$ cat config.mk
export PLATFORM = sky130hd
export DESIGN_NAME = kbd_io_ctrl_flat
export DESIGN_NICKNAME = d
export VERILOG_FILES = /design/src/rtl/io_map_pkg.sv /design/src/rtl/kbd_io_ctrl_if.sv /design/src/rtl/kbd_fifo.sv /design/src/rtl/kbd_io_ctrl.sv /design/src/flat_wrapper.sv
export SDC_FILE = /design/constraint.sdc
export NUM_CORES = 1
export LEC_CHECK = 0
export ABC_AREA = 1
export BUFFER_PORTS_ARGS = -buffer_cell sky130_fd_sc_hd__buf_2
export CORE_ASPECT_RATIO = 0.6
export CORE_MARGIN = 2
export CORE_UTILIZATION = 45
export DETAILED_ROUTE_END_ITERATION = 10
export PLACE_DENSITY = 0.66
export RECOVER_POWER = 25
export SKIP_LAST_GASP = 1
export SLEW_MARGIN = 10
export SYNTH_ARGS = -nofsm -noshare
export SYNTH_HDL_FRONTEND = slang
export SYNTH_HIERARCHICAL = 1
export SYNTH_SLANG_ARGS = --single-unit
export TNS_END_PERCENT = 100
$ cat constraint.sdc
create_clock -name clk -period 5 [get_ports clk]
set_input_delay 1 -clock clk [delete_from_list [all_inputs] [get_ports clk]]
set_output_delay 1 -clock clk [all_outputs]
set_load 0.02 [all_outputs]
$ cat src/rtl/io_map_pkg.sv
// Shared I/O address map for the CPU data port: I/O window select,
// register word offsets and KBD_STATUS bit positions.
package io_map_pkg;

    localparam logic [3:0] IO_BASE_DEFAULT = 4'hA;

    // Word offsets, compared against m_addr[3:2]
    localparam logic [1:0] KBD_DATA_OFS   = 2'd0;
    localparam logic [1:0] KBD_STATUS_OFS = 2'd1;
    localparam logic [1:0] LED_OFS        = 2'd2;
    localparam logic [1:0] KBD_CTRL_OFS   = 2'd3;

    localparam int STAT_NEMPTY_BIT = 0;
    localparam int STAT_FULL_BIT   = 1;
    localparam int STAT_OVF_BIT    = 2;
    localparam int STAT_COUNT_LSB  = 8;

    localparam int CTRL_FLUSH_BIT   = 0;
    localparam int CTRL_CLR_OVF_BIT = 1;

endpackage

$ cat src/rtl/kbd_io_ctrl_if.sv
// CPU data-port bus as seen by memory-mapped I/O blocks.
interface kbd_io_ctrl_if;
    logic [31:0] m_addr;
    logic        m_read;
    logic        m_write;
    logic [31:0] d_t_mem;
    logic        io_sel;
    logic [31:0] io_rdata;

    modport master (
        output m_addr, m_read, m_write, d_t_mem,
        input  io_sel, io_rdata
    );

    modport slave (
        input  m_addr, m_read, m_write, d_t_mem,
        output io_sel, io_rdata
    );
endinterface

$ cat src/rtl/kbd_fifo.sv
// Scan-code FIFO: combinational head, flush dominates push/pop, a pop on a
// full FIFO frees the slot for a same-cycle push.
module kbd_fifo #(
    parameter int DEPTH = 16
) (
    input  logic                     clk,
    input  logic                     clr,
    input  logic                     push,
    input  logic                     pop,
    input  logic                     flush,
    input  logic [7:0]               wdata,
    output logic [7:0]               head,
    output logic [$clog2(DEPTH):0]   count,
    output logic                     full,
    output logic                     empty
);
    localparam int AW = $clog2(DEPTH);
    localparam logic [AW:0] FULL_CNT = DEPTH[AW:0];

    logic [7:0]    mem [DEPTH];
    logic [AW-1:0] wr_ptr;
    logic [AW-1:0] rd_ptr;
    logic          do_pop;
    logic          do_push;

    assign empty   = (count == '0);
    assign full    = (count == FULL_CNT);
    assign do_pop  = pop & ~empty & ~flush;
    assign do_push = push & (~full | do_pop) & ~flush;
    assign head    = mem[rd_ptr];

    // Pointers are AW bits wide, so they wrap modulo DEPTH on their own
    always_ff @(posedge clk or posedge clr) begin
        if (clr) begin
            wr_ptr <= '0;
            rd_ptr <= '0;
            count  <= '0;
        end else if (flush) begin
            wr_ptr <= '0;
            rd_ptr <= '0;
            count  <= '0;
        end else begin
            if (do_push)
                wr_ptr <= wr_ptr + 1'b1;
            if (do_pop)
                rd_ptr <= rd_ptr + 1'b1;
            if (do_push && !do_pop)
                count <= count + 1'b1;
            else if (do_pop && !do_push)
                count <= count - 1'b1;
        end
    end

    always_ff @(posedge clk) begin
        if (do_push)
            mem[wr_ptr] <= wdata;
    end
endmodule

$ cat src/rtl/kbd_io_ctrl.sv
// Memory-mapped keyboard/LED controller: address decode, scan-code FIFO,
// LED register and read mux. Define KBD_OVF_FLAG_EN for the sticky overflow flag.
module kbd_io_ctrl
    import io_map_pkg::*;
#(
    parameter int         DEPTH   = 16,
    parameter logic [3:0] IO_BASE = IO_BASE_DEFAULT
) (
    input  logic               clk,
    input  logic               clr,
    kbd_io_ctrl_if.slave       bus,
    input  logic [7:0]         kbd_data,
    input  logic               kbd_valid,
    output logic [15:0]        led
);
    localparam int AW = $clog2(DEPTH);

    logic [1:0]  reg_ofs;
    logic        rd_en;
    logic        wr_en;
    logic        pop_req;
    logic        flush;
    logic        ovf;
    logic [7:0]  head;
    logic [AW:0] count;
    logic [7:0]  count8;
    logic        full;
    logic        empty;
    logic [31:0] status_word;
    logic [31:0] rdata_mux;
    logic        unused_bits;

    assign bus.io_sel = (bus.m_addr[31:28] == IO_BASE);
    assign reg_ofs    = bus.m_addr[3:2];
    assign rd_en      = bus.io_sel & bus.m_read & ~clr;
    assign wr_en      = bus.io_sel & bus.m_write;
    assign pop_req    = rd_en & (reg_ofs == KBD_DATA_OFS);
    assign flush      = wr_en & (reg_ofs == KBD_CTRL_OFS) & bus.d_t_mem[CTRL_FLUSH_BIT];
    assign count8     = 8'(count);

    assign unused_bits = ^{bus.m_addr[27:4], bus.m_addr[1:0], bus.d_t_mem[31:16],
                           bus.d_t_mem[CTRL_CLR_OVF_BIT]};

    kbd_fifo #(.DEPTH(DEPTH)) u_fifo (
        .clk   (clk),
        .clr   (clr),
        .push  (kbd_valid),
        .pop   (pop_req),
        .flush (flush),
        .wdata (kbd_data),
        .head  (head),
        .count (count),
        .full  (full),
        .empty (empty)
    );

`ifdef KBD_OVF_FLAG_EN
    logic ovf_set;
    logic ovf_clr;

    // A pop in the same cycle makes room, so only a push with no slot overflows
    assign ovf_set = kbd_valid & full & ~(pop_req & ~empty) & ~flush;
    assign ovf_clr = wr_en & (reg_ofs == KBD_CTRL_OFS) & bus.d_t_mem[CTRL_CLR_OVF_BIT];

    always_ff @(posedge clk or posedge clr) begin
        if (clr)
            ovf <= 1'b0;
        else if (ovf_set)
            ovf <= 1'b1;
        else if (ovf_clr)
            ovf <= 1'b0;
    end
`else
    assign ovf = 1'b0;
`endif

    always_ff @(posedge clk or posedge clr) begin
        if (clr)
            led <= '0;
        else if (wr_en && reg_ofs == LED_OFS)
            led <= bus.d_t_mem[15:0];
    end

    always_comb begin
        status_word = '0;
        status_word[STAT_NEMPTY_BIT] = ~empty;
        status_word[STAT_FULL_BIT]   = full;
        status_word[STAT_OVF_BIT]    = ovf;
        status_word[STAT_COUNT_LSB +: 8] = count8;
    end

    always_comb begin
        rdata_mux = '0;
        case (reg_ofs)
            KBD_DATA_OFS:   rdata_mux = {24'h0, (empty ? 8'h00 : head)};
            KBD_STATUS_OFS: rdata_mux = status_word;
            LED_OFS:        rdata_mux = {16'h0, led};
            default:        rdata_mux = '0;
        endcase
    end

    assign bus.io_rdata = rd_en ? rdata_mux : 32'h0;
endmodule
$ cat src/flat_wrapper.sv
// flat-port wrapper written by rule: the top's interface ports become plain ports
module kbd_io_ctrl_flat import io_map_pkg::*;
#(
    parameter int         DEPTH   = 16,
    parameter logic [3:0] IO_BASE = IO_BASE_DEFAULT
)
  (clk, clr, kbd_data, kbd_valid, led, bus_m_addr, bus_m_read, bus_m_write, bus_d_t_mem, bus_io_sel, bus_io_rdata);
  kbd_io_ctrl_if bus_i ();
  input  logic clk;
  input  logic clr;
  input  logic [7:0] kbd_data;
  input  logic kbd_valid;
  output logic [15:0] led;
  input wire logic [$bits(bus_i.m_addr)-1:0] bus_m_addr;
  input wire logic [$bits(bus_i.m_read)-1:0] bus_m_read;
  input wire logic [$bits(bus_i.m_write)-1:0] bus_m_write;
  input wire logic [$bits(bus_i.d_t_mem)-1:0] bus_d_t_mem;
  output wire logic [$bits(bus_i.io_sel)-1:0] bus_io_sel;
  output wire logic [$bits(bus_i.io_rdata)-1:0] bus_io_rdata;
  assign bus_i.m_addr = bus_m_addr;
  assign bus_i.m_read = bus_m_read;
  assign bus_i.m_write = bus_m_write;
  assign bus_i.d_t_mem = bus_d_t_mem;
  assign bus_io_sel = bus_i.io_sel;
  assign bus_io_rdata = bus_i.io_rdata;
  kbd_io_ctrl #(.DEPTH(DEPTH), .IO_BASE(IO_BASE)) u_core (.clk(clk), .clr(clr), .bus(bus_i), .kbd_data(kbd_data), .kbd_valid(kbd_valid), .led(led));
endmodule
==> flow_summary.yaml <==
layout:
  layout-drive-gt1-share: 0.1674
  fillers: 1323
  final_cell_area_um2: 8119
  final_common_cell: "edfxtp_1"
  fin_nets: 797
  seq_area_um2: 4571
  area_growth_pct: 13.74
  final_cell_mix: "edfxtp_1 (128), nand2_1 (106), nor2_1 (105)"
  final_util: 0.5267
  multi_input_area_um2: 2200
setup_path:
  cp_num_buf_inv: 3
  slowest_delay_ns: 0.78
  cp_max_fo: 64
  reg2reg_from: "u_core/u_fifo/count[0]"
  critPathSlowestCell: "inv_2"
  required_ns: 4.00
  worstPathCellList: "inv_2 -> o21ai_0 -> o221ai_1 -> nand3_1 -> nand2_1 -> nand3_1 -> nand2_1 -> nand2_1 -> inv_1 -> buf_2"
  worstPathArrival_ns: 3.04
  ff2ff_setup_slack_ns: 2.53
  cp-end-kind: "output port"
  crit_type: "reg -> out"
  timing.rr.end: "u_core/u_fifo/count[4]"
  rr_worst_depth: 13
  crit_family: "buffers and inverters"
  worstSetupStartpointType: "register"
  crit_top_cell: "nand2_1"
timing:
  slew_viol_final: 0
  rsz0062_at_grt: "false"
  fin_hold_ws_ns: 0.5057
  hold_viol: 0
  finalSetupViolCount: 0
  min_period_over_period: 0.8072
  setup_tns_ns: 0
  fmax_mhz: 247.8
  fin_skew_ns: 0.008501
  fin_crit_ns: 4.036
  worst_pin_slew_ns: 1.086
  relSlewSlack: 0.2747
clocking:
  cts.reportedPaths.clkPinSlew_ns: 0.07
  cts_made_buffers: 17
  clock_path_buffers: 2
  postCtsSetupRepairBufs: 0
  htree_levels: 4
  ctsHoldBuffers: 0
  post_cts_resized: 0
  clk_latency_ns: 0.43
  cts.sinks: 157
  cts_tree: "done"
  root_buffer: "clkbuf_16"
global_route:
  grt_max_degree: 69
  grt_usage: 0.2153
  grt.busiest_layer: "met1"
  antenna_found_initial: 0
  grt_pass1_wl_mm: 27.19
  grt_util_met3: 0.04025
  grtUsageMet2: 0.2988
  use_met1: 0.3404
  grt-ovfl-total: 0
  grt_pass1_vias: 4807
synth:
  synth_area_um2: 7138
  synth_largest_area_cell: "edfxtp_1"
  synth.avg_cell_area_um2: 10.93
  synth.area.top_cells: "edfxtp_1 (54%), dfrtp_1 (10%), nand2_1 (5.6%)"
  synth_async_sr_flop_share: 0.1847
  synth-edff-count: 128
  synthCells: 653
  synth_flop_cell: "edfxtp_1"
  seq_area_frac_synth: 0.6401
  synth_top_area_frac: 0.5385
  ys_types: 38
  ys_ff_latch: 157
  synth_warnings: 6
routing:
  avgViaCountPerCell: 5.753
  totalWireLength_mm: 17.89
  drt-initial-drc-count: 596
  wire_per_inst_um: 19.30
  dr.pass1.iters: 5
  drc: 0
  num_vias: 5333
  ant_nets: 0
power_and_ir_drop:
  ir_drop_mv: 0.2260
  power_density_nw_per_um2: 451.7
  total_power_w: 0.003667
  p_leak_nw: 3.227
die:
  ios: 126
  die_h_um: 101.6
  die_w_um: 166.6
  dieArea_um2: 16920
  core_um2: 15410
  start_util: 0.4631
  core.rowCount: 35
place:
  io_buffers: 67
  gp_congestion: 0.7972
  placement.cell_area_um2: 7533
  dp_hpwl_mm: 11.58
min_path:
  hold_class: "reg -> reg"
  hold_depth: 2
  hp-start: "u_core/led[3]"
  holdPathEnd: "u_core/led[3]"
flow_run:
  drv_cap: 0
run_status:
  status: "finished, final reports clean"
## worst reg2reg max path, cell delays in order (launching register included)
cell     delay, ns
dfrtp_1       0.49
nor2_4        0.18
nand3_2       0.13
nand2_4       0.16
nand4_2       0.24
fa_1          0.50
nand3_1       0.11
nand2_1       0.06
xor2_1        0.20
inv_1         0.06
nand2_1       0.06
nand2_1       0.06
nand3_1       0.07
nand2_1       0.05
## synthesized netlist by cell type, types with 3 or more instances
cell	number
edfxtp_1	128
o22ai_1	10
clkbuf_1	19
nand2_4	4
nand3_2	3
nand3_1	31
nor2_1	105
o211ai_1	10
buf_4	21
ha_1	9
a21oi_1	7
nand4_1	16
buf_2	7
dfrtp_1	29
inv_2	5
o21ai_0	67
o221ai_1	22
o21ai_1	3
inv_1	28
nand2_1	106
## where the power goes
group	switching [W]	internal [W]	leakage, nW
sequential	0.000102	0.00157	1.52
clock	0.000546	0.000744	0.284
combinational	0.000497	0.000207	1.42
## worst max-delay path by stage
stage	start	end	slack, ns	cells past startpoint
CTS	u_core/u_fifo/rd_ptr[0]	bus_io_rdata[4]	1.04	10
finish	u_core/u_fifo/rd_ptr[0]	bus_io_rdata[4]	0.96	10
global route	u_core/u_fifo/rd_ptr[0]	bus_io_rdata[6]	0.80	10
global placement	bus_m_addr[30]	u_core/u_fifo/mem[10][4]	1.35	12
floorplan	bus_m_addr[30]	u_core/u_fifo/count[4]	1.73	18
detailed placement	bus_m_addr[28]	u_core/u_fifo/mem[8][4]	1.25	12
## final cells by class
type                    count  area share
clock inverters            15     0.02034
inverters                  35     0.01680
diodes                      1   0.0003082
multi-input cells         427      0.2709
repair buffers             72     0.04500
well taps                 203     0.03128
flip-flops and latches    157      0.5630
clock buffers              17     0.05240
## stage by stage
stage / instances / setup slack, ns
2_1_floorplan: 668 / 1.729
3_3_place_gp: 894 / 1.347
3_5_place_dp: 894 / 1.249
4_1_cts: 926 / 1.036
5_1_grt: 926 / 0.7982
6_report: 927 / 0.9639
## sequential cells by signal, summed over array words and instances (netlist names)
name,flops
u_core/u_fifo/mem,128
u_core/led,16
u_core/u_fifo/count,5
u_core/u_fifo/rd_ptr,4
u_core/u_fifo/wr_ptr,4
## routing by layer
layer,vias up,wire length (um)
li1,2404,-
met1,2638,8549
met2,272,7497
met3,19,1643
met4,0,199
met5,-,0
## logic make-up after synthesis
kind of cell | count (synthesis) | synth area share
other | 1 | 0.0005254
buffers and inverters | 84 | 0.05960
DFF | 157 | 0.6401
xor gates and xnor gates | 3 | 0.003682
AOI/OAI and AO/OA | 122 | 0.1064
and+or+nand+nor | 276 | 0.1711
adders and majority gates | 10 | 0.01858
No activity file was read; power rests on OpenSTA's default activity.
